<file path="src/rtl/uart_pkg.sv">
// Shared UART definitions: receiver state encoding, data width and the baud divisor helper
// used by both the transmitter and the receiver.
package uart_pkg;

  localparam int unsigned UART_DATA_BITS = 8;

  typedef enum logic [2:0] {
    IDLE      = 3'd0,
    START     = 3'd1,
    DATA      = 3'd2,
    STOP      = 3'd3,
    WAIT_IDLE = 3'd4
  } rx_state_t;

  // Clock cycles per bit period; shared so TX and RX can never disagree on bit timing.
  function automatic int unsigned baud_divisor(input int unsigned clock_freq,
                                               input int unsigned baud_rate);
    return clock_freq / baud_rate;
  endfunction

endpackage

</file>
<file path="src/rtl/sync_2ff.sv">
// Two-flop synchronizer for asynchronous inputs, with a selectable reset value so
// idle-high lines do not glitch active on reset release.
module sync_2ff #(
  parameter int unsigned           WIDTH       = 1,
  parameter logic [WIDTH-1:0]      RESET_VALUE = '0
) (
  input  logic             clk,
  input  logic             reset,
  input  logic [WIDTH-1:0] d,
  output logic [WIDTH-1:0] q
);

  logic [WIDTH-1:0] meta;

  always_ff @(posedge clk or negedge reset) begin
    if (!reset) begin
      meta <= RESET_VALUE;
      q    <= RESET_VALUE;
    end else begin
      meta <= d;
      q    <= meta;
    end
  end

endmodule

</file>
<file path="src/rtl/uart_receiver.sv">
// UART 8N1 receiver: synchronized rx, mid-bit sampling, valid/ack holding register
// with framing-error and overrun pulses.
module uart_receiver
  import uart_pkg::*;
#(
  parameter int unsigned CLOCK_FREQ = 50_000_000,
  parameter int unsigned BAUD_RATE  = 9600
) (
  input  logic       clk,
  input  logic       reset,
  input  logic       rx,
  input  logic       data_ack,
  output logic [7:0] data_out,
  output logic       data_valid,
  output logic       frame_error,
  output logic       overrun,
  output logic       busy
);

  localparam int unsigned BAUD_DIVISOR = baud_divisor(CLOCK_FREQ, BAUD_RATE);
  localparam int unsigned HALF_DIVISOR = BAUD_DIVISOR / 2;
  localparam int unsigned CNT_W        = $clog2(BAUD_DIVISOR);
  localparam int unsigned BIT_W        = $clog2(UART_DATA_BITS);

  localparam logic [CNT_W-1:0] CNT_FULL = CNT_W'(BAUD_DIVISOR - 1);
  localparam logic [CNT_W-1:0] CNT_HALF = CNT_W'(HALF_DIVISOR - 1);
  localparam logic [BIT_W-1:0] BIT_LAST = BIT_W'(UART_DATA_BITS - 1);

  logic                      rx_s;
  rx_state_t                 state_q, state_d;
  logic [CNT_W-1:0]          baud_cnt_q, baud_cnt_d;
  logic [BIT_W-1:0]          bit_cnt_q, bit_cnt_d;
  logic [UART_DATA_BITS-1:0] shift_q, shift_d;
  logic [7:0]                data_out_d;
  logic                      data_valid_d;
  logic                      frame_error_d;
  logic                      overrun_d;

  // rx idles high, so the synchronizer resets to 1 to avoid a false start after reset.
  sync_2ff #(
    .WIDTH       (1),
    .RESET_VALUE (1'b1)
  ) u_rx_sync (
    .clk   (clk),
    .reset (reset),
    .d     (rx),
    .q     (rx_s)
  );

  always_ff @(posedge clk or negedge reset) begin
    if (!reset) begin
      state_q     <= IDLE;
      baud_cnt_q  <= '0;
      bit_cnt_q   <= '0;
      shift_q     <= '0;
      data_out    <= 8'h00;
      data_valid  <= 1'b0;
      frame_error <= 1'b0;
      overrun     <= 1'b0;
      busy        <= 1'b0;
    end else begin
      state_q     <= state_d;
      baud_cnt_q  <= baud_cnt_d;
      bit_cnt_q   <= bit_cnt_d;
      shift_q     <= shift_d;
      data_out    <= data_out_d;
      data_valid  <= data_valid_d;
      frame_error <= frame_error_d;
      overrun     <= overrun_d;
      busy        <= (state_d != IDLE);
    end
  end

  // Next-state and output logic; a byte completion takes priority over a same-cycle ack.
  always_comb begin
    state_d       = state_q;
    baud_cnt_d    = baud_cnt_q + 1'b1;
    bit_cnt_d     = bit_cnt_q;
    shift_d       = shift_q;
    data_out_d    = data_out;
    data_valid_d  = data_valid & ~data_ack;
    frame_error_d = 1'b0;
    overrun_d     = 1'b0;

    case (state_q)
      IDLE: begin
        baud_cnt_d = '0;
        if (!rx_s) begin
          state_d = START;
        end
      end

      START: begin
        if (baud_cnt_q == CNT_HALF) begin
          baud_cnt_d = '0;
          if (!rx_s) begin
            state_d   = DATA;
            bit_cnt_d = '0;
          end else begin
            state_d = IDLE;
          end
        end
      end

      DATA: begin
        if (baud_cnt_q == CNT_FULL) begin
          baud_cnt_d = '0;
          shift_d    = {rx_s, shift_q[UART_DATA_BITS-1:1]};
          if (bit_cnt_q == BIT_LAST) begin
            state_d = STOP;
          end else begin
            bit_cnt_d = bit_cnt_q + 1'b1;
          end
        end
      end

      STOP: begin
        if (baud_cnt_q == CNT_FULL) begin
          baud_cnt_d = '0;
          if (rx_s) begin
            data_out_d   = shift_q;
            data_valid_d = 1'b1;
            overrun_d    = data_valid & ~data_ack;
            state_d      = IDLE;
          end else begin
            frame_error_d = 1'b1;
            state_d       = WAIT_IDLE;
          end
        end
      end

      // A held-low line (break) must return high before a new start can be detected.
      WAIT_IDLE: begin
        baud_cnt_d = '0;
        if (rx_s) begin
          state_d = IDLE;
        end
      end

      default: begin
        baud_cnt_d = '0;
        state_d    = IDLE;
      end
    endcase
  end

endmodule

</file>
<file path="config.mk">
export PLATFORM = sky130hd
export DESIGN_NAME = uart_receiver
export DESIGN_NICKNAME = d
export VERILOG_FILES = /design/src/rtl/uart_pkg.sv /design/src/rtl/sync_2ff.sv /design/src/rtl/uart_receiver.sv
export SDC_FILE = /design/constraint.sdc
export NUM_CORES = 1
export LEC_CHECK = 0
export CORE_ASPECT_RATIO = 1.1
export CORE_MARGIN = 10
export CORE_UTILIZATION = 56
export CTS_CLUSTER_DIAMETER = 80
export DETAILED_ROUTE_END_ITERATION = 7
export HOLD_SLACK_MARGIN = 0.05
export PLACE_DENSITY = 0.78
export SLEW_MARGIN = 20
export SYNTH_ARGS = -nofsm -noshare
export SYNTH_HDL_FRONTEND = slang
export SYNTH_SLANG_ARGS = --single-unit
</file>
<file path="constraint.sdc">
create_clock -name clk -period 2.6 [get_ports clk]
set_clock_uncertainty 0.2 [all_clocks]
set_input_delay 0.26 -clock clk [delete_from_list [all_inputs] [get_ports clk]]
set_output_delay 0.26 -clock clk [all_outputs]
set_load 0.02 [all_outputs]
</file>
Yosys cells after proc, flatten, opt, wreduce, memory -nomap -nowiden
Index checks and enable logic that the tools add are counted.
Widths: inputs -> output; s select.
{"block": "word_totals", "in_bits": 4, "reg_bits": 41, "wordCells": 59, "output_inout_bits": 12}
{"block": "op_classes", "muxes": 26, "addsub": 2, "reduce_logical": 7, "bitwise_logic": 2, "n_eq_ne": 11}
{"op": "$mux 3", "count": 11}
{"op": "$mux 13", "count": 2}
{"op": "$pmux 13 s2", "count": 1}
{"op": "$pmux 3 s5", "count": 1}
{"op": "$add 13x1->13 const B", "count": 1}
{"op": "$eq 13x12->1 const B", "count": 1}
{"op": "$eq 13x13->1 const B", "count": 1}
{"op": "$mux 1", "count": 9}
{"op": "$ne 2x2->1 const B", "count": 4}
{"op": "$eq 3x2->1 const B", "count": 2}
{"op": "$eq 3x3->1 const B", "count": 2}
{"op": "$pmux 3 s2", "count": 1}
{"op": "$reduce_and 5->1", "count": 1}
{"op": "$add 3x1->3 const B", "count": 1}
{"op": "$eq 3x1->1 const B", "count": 1}
{"op": "$logic_not 3->1", "count": 1}
{"op": "$reduce_and 3->1", "count": 1}
{"op": "$reduce_bool 3->1", "count": 1}
{"op": "$mux 2", "count": 1}
{"op": "$reduce_and 2->1", "count": 1}
{"op": "$reduce_bool 2->1", "count": 1}
{"op": "$reduce_or 2->1", "count": 1}
{"op": "$and 1x1->1", "count": 1}
{"op": "$not 1->1", "count": 1}

Logic depth before layout (Yosys ltp)
Gate-level depths: netlist (run 1).
{"block": "logic_depth", "ltp_word": 5, "ltp_mapped": 6, "depth_no_buf": 5}

Hierarchy
From an unflattened synthesis (run 1), not the netlist that was laid out.
{"block": "unflattened", "cells_unflattened": 161, "hier_area_um2": 1876.8}
{"mod": "uart_receiver", "seq_area_each_um2": 975.9, "cells_per_inst": 159, "area_each_um2": 1824.2, "instances": 1}
{"mod": "sync_2ff", "seq_area_each_um2": 52.6, "cells_per_inst": 2, "area_each_um2": 52.6, "instances": 1}

Worst setup path after synthesis (run 1)
OpenSTA, ideal clock, no wires.
{"block": "synth_timing", "path_type": "reg-to-reg", "startpoint": "register baud_cnt_q[7]", "endpoint": "register data_out[0]", "arrival_ns": 1.894, "stages_incl_launch_ff": 6, "path_buffers": 1, "required_ns": 2.275, "setup_time_ns": 0.125, "path_slack_ns": 0.382, "synth_period_minus_slack_ns": 2.218, "cell_sequence": "dfrtp_1 or4b_4 nor3_2 and3_1 buf_4 mux2_2"}
{"block": "synth_via", "elab_chain_cells": 2}
{"element": "start: declaration", "line_no": "uart_receiver.sv:31", "rtl": "logic [CNT_W-1:0] baud_cnt_q, baud_cnt_d;"}
{"element": "start signal: assignment", "line_no": "uart_receiver.sv:63", "rtl": "baud_cnt_q <= baud_cnt_d;"}
{"element": "$eq 13x13->1", "line_no": "uart_receiver.sv:118", "rtl": "if (baud_cnt_q == CNT_FULL) begin"}
{"element": "$reduce_and 3->1 (no line)"}
{"element": "end signal: assignment", "line_no": "uart_receiver.sv:66", "rtl": "data_out <= data_out_d;"}
{"element": "end: declaration", "line_no": "uart_receiver.sv:13", "rtl": "output logic [7:0] data_out,"}
No other way between the ends.
A chain may end at the register's enable or synchronous reset.

Final worst setup path (run 1)
{"block": "layout_timing", "startpoint": "register baud_cnt_q[7]", "endpoint": "register data_out[4]"}
Same word-level chain as after synthesis.

==> run_results.csv, run 1 <==
group,metric,value,unit
timing,rsz0062_at_grt,"false",
clock_tree,cts_tree,"built",
clock_tree,insertion_delay,360,ps
yosys,synth-xor-area-share,5.27,%
grt,grt_pass1_wl,5.84,mm
timing,worst_slack,247,ps
drt,drt-initial-drc-count,89,
drt,route.vias.total,1195,
cells_and_area,syn2layout_area_growth,15.3,%
cells_and_area,stdcell_area,2110,µm²
floorplanning,start_util,59.0,%
grt,grt_max_degree,42,
drt,ant_nets,0,
pwr,p_leak,0.000974,µW
clock_tree,cts_buffer_depth,2,
place,place_area,2010,µm²
drt,firstDrtPassIters,4,
setup_path,timing.rr.end,"data_out[4]",
floorplanning,io_pins,16,
floorplanning,fp.dieW,74.5,µm
yosys,netlist_instances,146,
setup_path,critPathLaunch,"baud_cnt_q[7]",
min_path,hold_class,"input pin to flop",
grt,grt_pass1_vias,1256,
yosys,syn_avg_cell_area,12.5,µm²
cells_and_area,num-fill-cells,253,
place,io_buffers,15,
cells_and_area,drive_above_1_share,22.5,%
timing,setup_violations,0,
cells_and_area,diodes,0,
outcome,status,"completed",
yosys,ys_top_cells_by_area,"dfrtp_1 (53%), mux2_2 (11%), nor2_1 (3.7%)",
timing,tightest_slew,866,ps
yosys,synth_top_area_share,53.4,%
run,timing.max_cap.violations,0,
pwr,powerDensity,515,nW/µm²
timing,hold_viol,0,
setup_path,reg2reg_depth,4,
yosys,synth_top_family_by_area,"simple AND/OR/NAND/NOR gates",
yosys,yosysTopAreaCell,"dfrtp_1",
floorplanning,die_y,79.9,µm
yosys,muxShareOfSynthArea,11.1,%
yosys,synth_compound_area_share,4.18,%
setup_path,cp.arrival,2410,ps
floorplanning,rows,21,
yosys,yosysWarnings,0,
floorplanning,die-area,5950,µm²
yosys,yosys.area_share.simple,19.8,%
yosys,yosysSeqAreaShare,56.3,%
yosys,ys_types,39,
drt,drc,0,
place,globalplace.congestion,0.869,
timing,fin_crit_sh,90.5,%
drt,wl_per_cell,16.7,µm
place,dp_hpwl,2.36,mm
setup_path,end_kind,"flop",
drt,totalWireLength,3.39,mm
grt,grt_usage,12.6,%
timing,max_freq,425,MHz
yosys,synth_edf_count,0,
yosys,synth_seq_cells,41,
timing,fin_tns_setup,0,ps
floorplanning,fp.coreArea,3100,µm²
setup_path,cp-endpoint,"data_out[4]",
clock_tree,cts-root-buf,"clkbuf_4",
timing,slew_headroom,42.3,%
timing,fin_crit,2350,ps
setup_path,r2r_slack,250,ps
clock_tree,cts_buffers,5,
timing,drv_slew,0,
cells_and_area,final_nets,175,
clock_tree,clk_pin_slew_worst_paths,130,ps
yosys,synth_nets,153,
pwr,ir_worst_vdd,0.339,mV
setup_path,cp_data_required_time,2660,ps
clock_tree,cts-resized-gates,0,
drt,viasPerCell,5.89,
grt,grt_overflow,0,
yosys,async_flop_share,100,%
place,place_ws,264,ps
grt,antenna_found_initial,0,
yosys,synth_fa_ha_area_share,2.05,%
setup_path,r2r-start,"baud_cnt_q[7]",
yosys,synthTopCellsByCount,"dfrtp_1 (39), mux2_2 (18), nor2_1 (18)",
yosys,synth_area,1830,µm²
yosys,ys.flop_type,"dfrtp_1",
yosys,yosysMostFrequentCell,"dfrtp_1",
clock_tree,cts.sinks,41,
setup_path,cp-start-kind,"flop",
clock_tree,htreeDepth,2,
setup_path,crit_type,"flop to flop",
setup_path,crit_fanout,10,
through the flow:
step	cells	hold WS, ps	util, %	total power, µW
2_1_floorplan	146	-236	-	655
3_3_place_gp	194	147	65.0	670
3_5_place_dp	194	148	65.0	671
4_1_cts	203	85.4	68.0	1090
5_1_grt	203	86.2	68.0	1120
6_report	203	95.2	68.0	1090
sequential cells by signal (all words and copies together) (netlist names):
signal / count
overrun: 1
data_out: 8
data_valid: 1
frame_error: 1
state_q: 3
busy: 1
u_rx_sync.q: 1
u_rx_sync.meta: 1
bit_cnt_q: 3
baud_cnt_q: 13
shift_q: 8
worst min path at each step:
stage / from / to / slack, ps / cells past startpoint
final: rx / u_rx_sync.meta / 100 / 1
after global routing: rx / u_rx_sync.meta / 90 / 1
after CTS: rx / u_rx_sync.meta / 90 / 1
after detailed placement: u_rx_sync.meta / u_rx_sync.q / 150 / 0
after global placement: u_rx_sync.meta / u_rx_sync.q / 150 / 0
after floorplan: reset / baud_cnt_q[0] / -240 / 0
cell usage in the layout (no fill, tap or decap), types with 3 or more instances in the layout:
cell / count
clkbuf_4: 5
mux2_2: 18
nand3_1: 9
xor2_1: 7
and3_1: 4
nand4_1: 3
dfrtp_1: 39
ha_1: 3
nor2_1: 18
xnor2_1: 4
clkdlybuf4s50_1: 14
final cells by class:
class                      instances  area (µm²)  area share (%)
sequential                        41        1030            48.8
multi-input combinational        100         776            36.8
timing repair buffer              18         170            8.07
clock inverter                     3        46.3            2.20
tap                               34        42.5            2.02
clock buffer                       5        37.5            1.78
inverter                           2        7.51           0.356
worst max-delay path: stages (launching register included):
cell     delay, ps
dfrtp_1        480
or4b_4         580
nor3_2         150
and3_1         450
mux2_2         400
kinds of logic after synthesis:
| kind of cell | count (synthesis) |
|---|---|
| xor+xnor | 11 |
| buf+inv | 5 |
| simple gates | 58 |
| compound gates | 10 |
| fa+ha+maj | 3 |
| flops | 41 |
| mux | 18 |
routing by layer:
metal,part of all wire [%],track usage [%],up-vias
met4,2.1,6.25,0
met5,0,0,-
met3,4.0,4.60,8
li1,-,-,569
met2,52,20.7,28
met1,42,14.0,590
repair_timing:
item                      in CTS  in global routing
hold endpoints to repair      39                  0
setup buffers                  0                  0
hold buffers                   1                  0
power by group:
part	switching [µW]	leakage [µW]	internal, µW	total (µW)
combinational	12.4	0.000386	4.45	16.9
clock	223	0.0000414	203	427
sequential	1.71	0.000546	640	642
No activity file was read; power rests on OpenSTA's default activity.
==> run 2, diff against run 1 <==
CORE_UTILIZATION = 60   (was 56)
PLACE_DENSITY = 0.82   (was 0.78)
clock period = 2.8 ns   (was 2.6 ns; I/O delays follow)
==> run_results.csv, run 2 (synthesis results as in run 1) <==
group,metric,value,unit
grt,use_met3,3.94,%
floorplanning,fp.dieW,72.6,µm
clock_tree,cts_buffer_depth,2,
floorplanning,start_util,64.1,%
floorplanning,rows,20,
clock_tree,cts_tree,"built",
timing,slew_headroom,43.8,%
cells_and_area,num-fill-cells,200,
clock_tree,clk_pin_slew_worst_paths,120,ps
cells_and_area,largest_register,"baud_cnt_q",
timing,fin_crit,2420,ps
floorplanning,die-area,5660,µm²
clock_tree,cts-root-buf,"clkbuf_4",
cells_and_area,multiInputGateArea,776,µm²
pwr,p_leak,0.000965,µW
setup_path,cpPeakStageDelay,580,ps
grt,grt-busiest-layer,"met2",
clock_tree,insertion_delay,350,ps
drt,firstDrtPassIters,4,
cells_and_area,largest_reg_flops,13,
outcome,status,"completed",
clock_tree,cts.sinks,41,
cells_and_area,final_nets,174,
timing,max_freq,413,MHz
timing,rsz0062_at_grt,"false",
cells_and_area,finalNonFillerCells,201,
timing,setup_violations,0,
floorplanning,die_y,77.9,µm
cells_and_area,reg_top3,"baud_cnt_q: 13 flops, data_out: 8 flops, shift_q: 8 flops",
cells_and_area,syn2layout_area_growth,13.8,%
timing,fin_tns_setup,0,ps
grt,grt_usage,11.5,%
setup_path,cp-start-kind,"flop",
grt,grt_pass1_vias,1202,
clock_tree,cts-resized-gates,0,
timing,fin_crit_sh,86.4,%
clock_tree,htreeDepth,2,
run,timing.max_cap.violations,0,
setup_path,cp_top_family,"simple AND/OR/NAND/NOR gates",
drt,route.vias.total,1203,
drt,totalWireLength,3.07,mm
timing,tightest_slew,844,ps
place,io_buffers,15,
cells_and_area,drive_above_1_share,22.0,%
grt,grt_overflow,0,
setup_path,crit_fanout,10,
grt,met2_usage,19.2,%
timing,hold_viol,0,
clock_tree,cts_buffers,5,
setup_path,path_cells,"or4b_4, nor4_4, o211ai_1, mux2_2",
floorplanning,fp.coreArea,2850,µm²
timing,drv_slew,0,
grt,grt_max_degree,42,
drt,ant_nets,0,
cells_and_area,final_common_cell,"dfrtp_1",
setup_path,cp_num_buf_inv,0,
place,dp_hpwl,2.28,mm
grt,grt_pass1_wl,5.26,mm
cells_and_area,regArea,1030,µm²
place,globalplace.congestion,0.906,
drt,drc,0,
setup_path,reg2reg_depth,4,
min_path,hold_depth,1,
setup_path,end_kind,"flop",
grt,grt_use_met1,12.2,%
drt,wl_per_cell,15.3,µm
setup_path,cp_data_required_time,2850,ps
min_path,hold_class,"input pin to flop",
place,placed_cells,192,
setup_path,cp.arrival,2470,ps
setup_path,crit_type,"flop to flop",
cells_and_area,diodes,0,
cells_and_area,final_cell_mix,"dfrtp_1 (39), nor2_1 (18), mux2_2 (18)",
drt,drt-initial-drc-count,78,
drt,viasPerCell,5.99,
setup_path,path_depth,4,
floorplanning,io_pins,16,
pwr,ir_worst_vdd,0.458,mV
grt,antenna_found_initial,0,
setup_path,crit_path_top_delay_cell,"or4b_4",
pwr,powerDensity,443,nW/µm²
run 2: final timing paths:
kind                                startpoint  slack [ps]             end
worst max-delay path             baud_cnt_q[5]         380    bit_cnt_q[0]
worst min-delay path                        rx         140  u_rx_sync.meta
worst max register to register   baud_cnt_q[5]         380    bit_cnt_q[0]
worst min register to register  u_rx_sync.meta         160     u_rx_sync.q
max in group asynchronous                reset        1510   baud_cnt_q[7]
min in group asynchronous                reset         360      state_q[0]
run 2: repair_timing:
action | in CTS | in global routing
hold buffers | 1 | 0
endpoints found under the hold margin | 39 | 0
setup buffers | 0 | 0
run 2: cell type report:
type                            instances  area share (%)
Timing Repair Buffer                   17            7.82
Sequential cell                        41            49.4
Multi-Input combinational cell        100            37.3
Inverter                                2           0.361
Clock buffer                            6            2.47
Clock inverter                          2           0.661
Tap cell                               33            1.98
run 2: per-layer routing:
layer  up-vias  share of wire, %
li1        565                 -
met1       607                40
met2        22                52
met3         9               5.5
met4         0               2.6
met5         -                 0
run 2: power by group:
part	switching (µW)	internal, µW	total, µW
Sequential	1.59	595	596
Clock	189	122	311
Combinational	11.1	4.11	15.3
run 2: metrics by stage:
step	utilization [%]	hold WS [ps]	setup WS (ps)	power [µW]	instance area, µm²
2_1_floorplan	-	-216	582	608	1830
3_3_place_gp	70.3	146	491	622	2010
3_5_place_dp	70.3	150	398	623	2010
4_1_cts	72.9	128	390	934	2080
5_1_grt	72.9	142	252	962	2080
6_report	72.9	138	380	923	2080
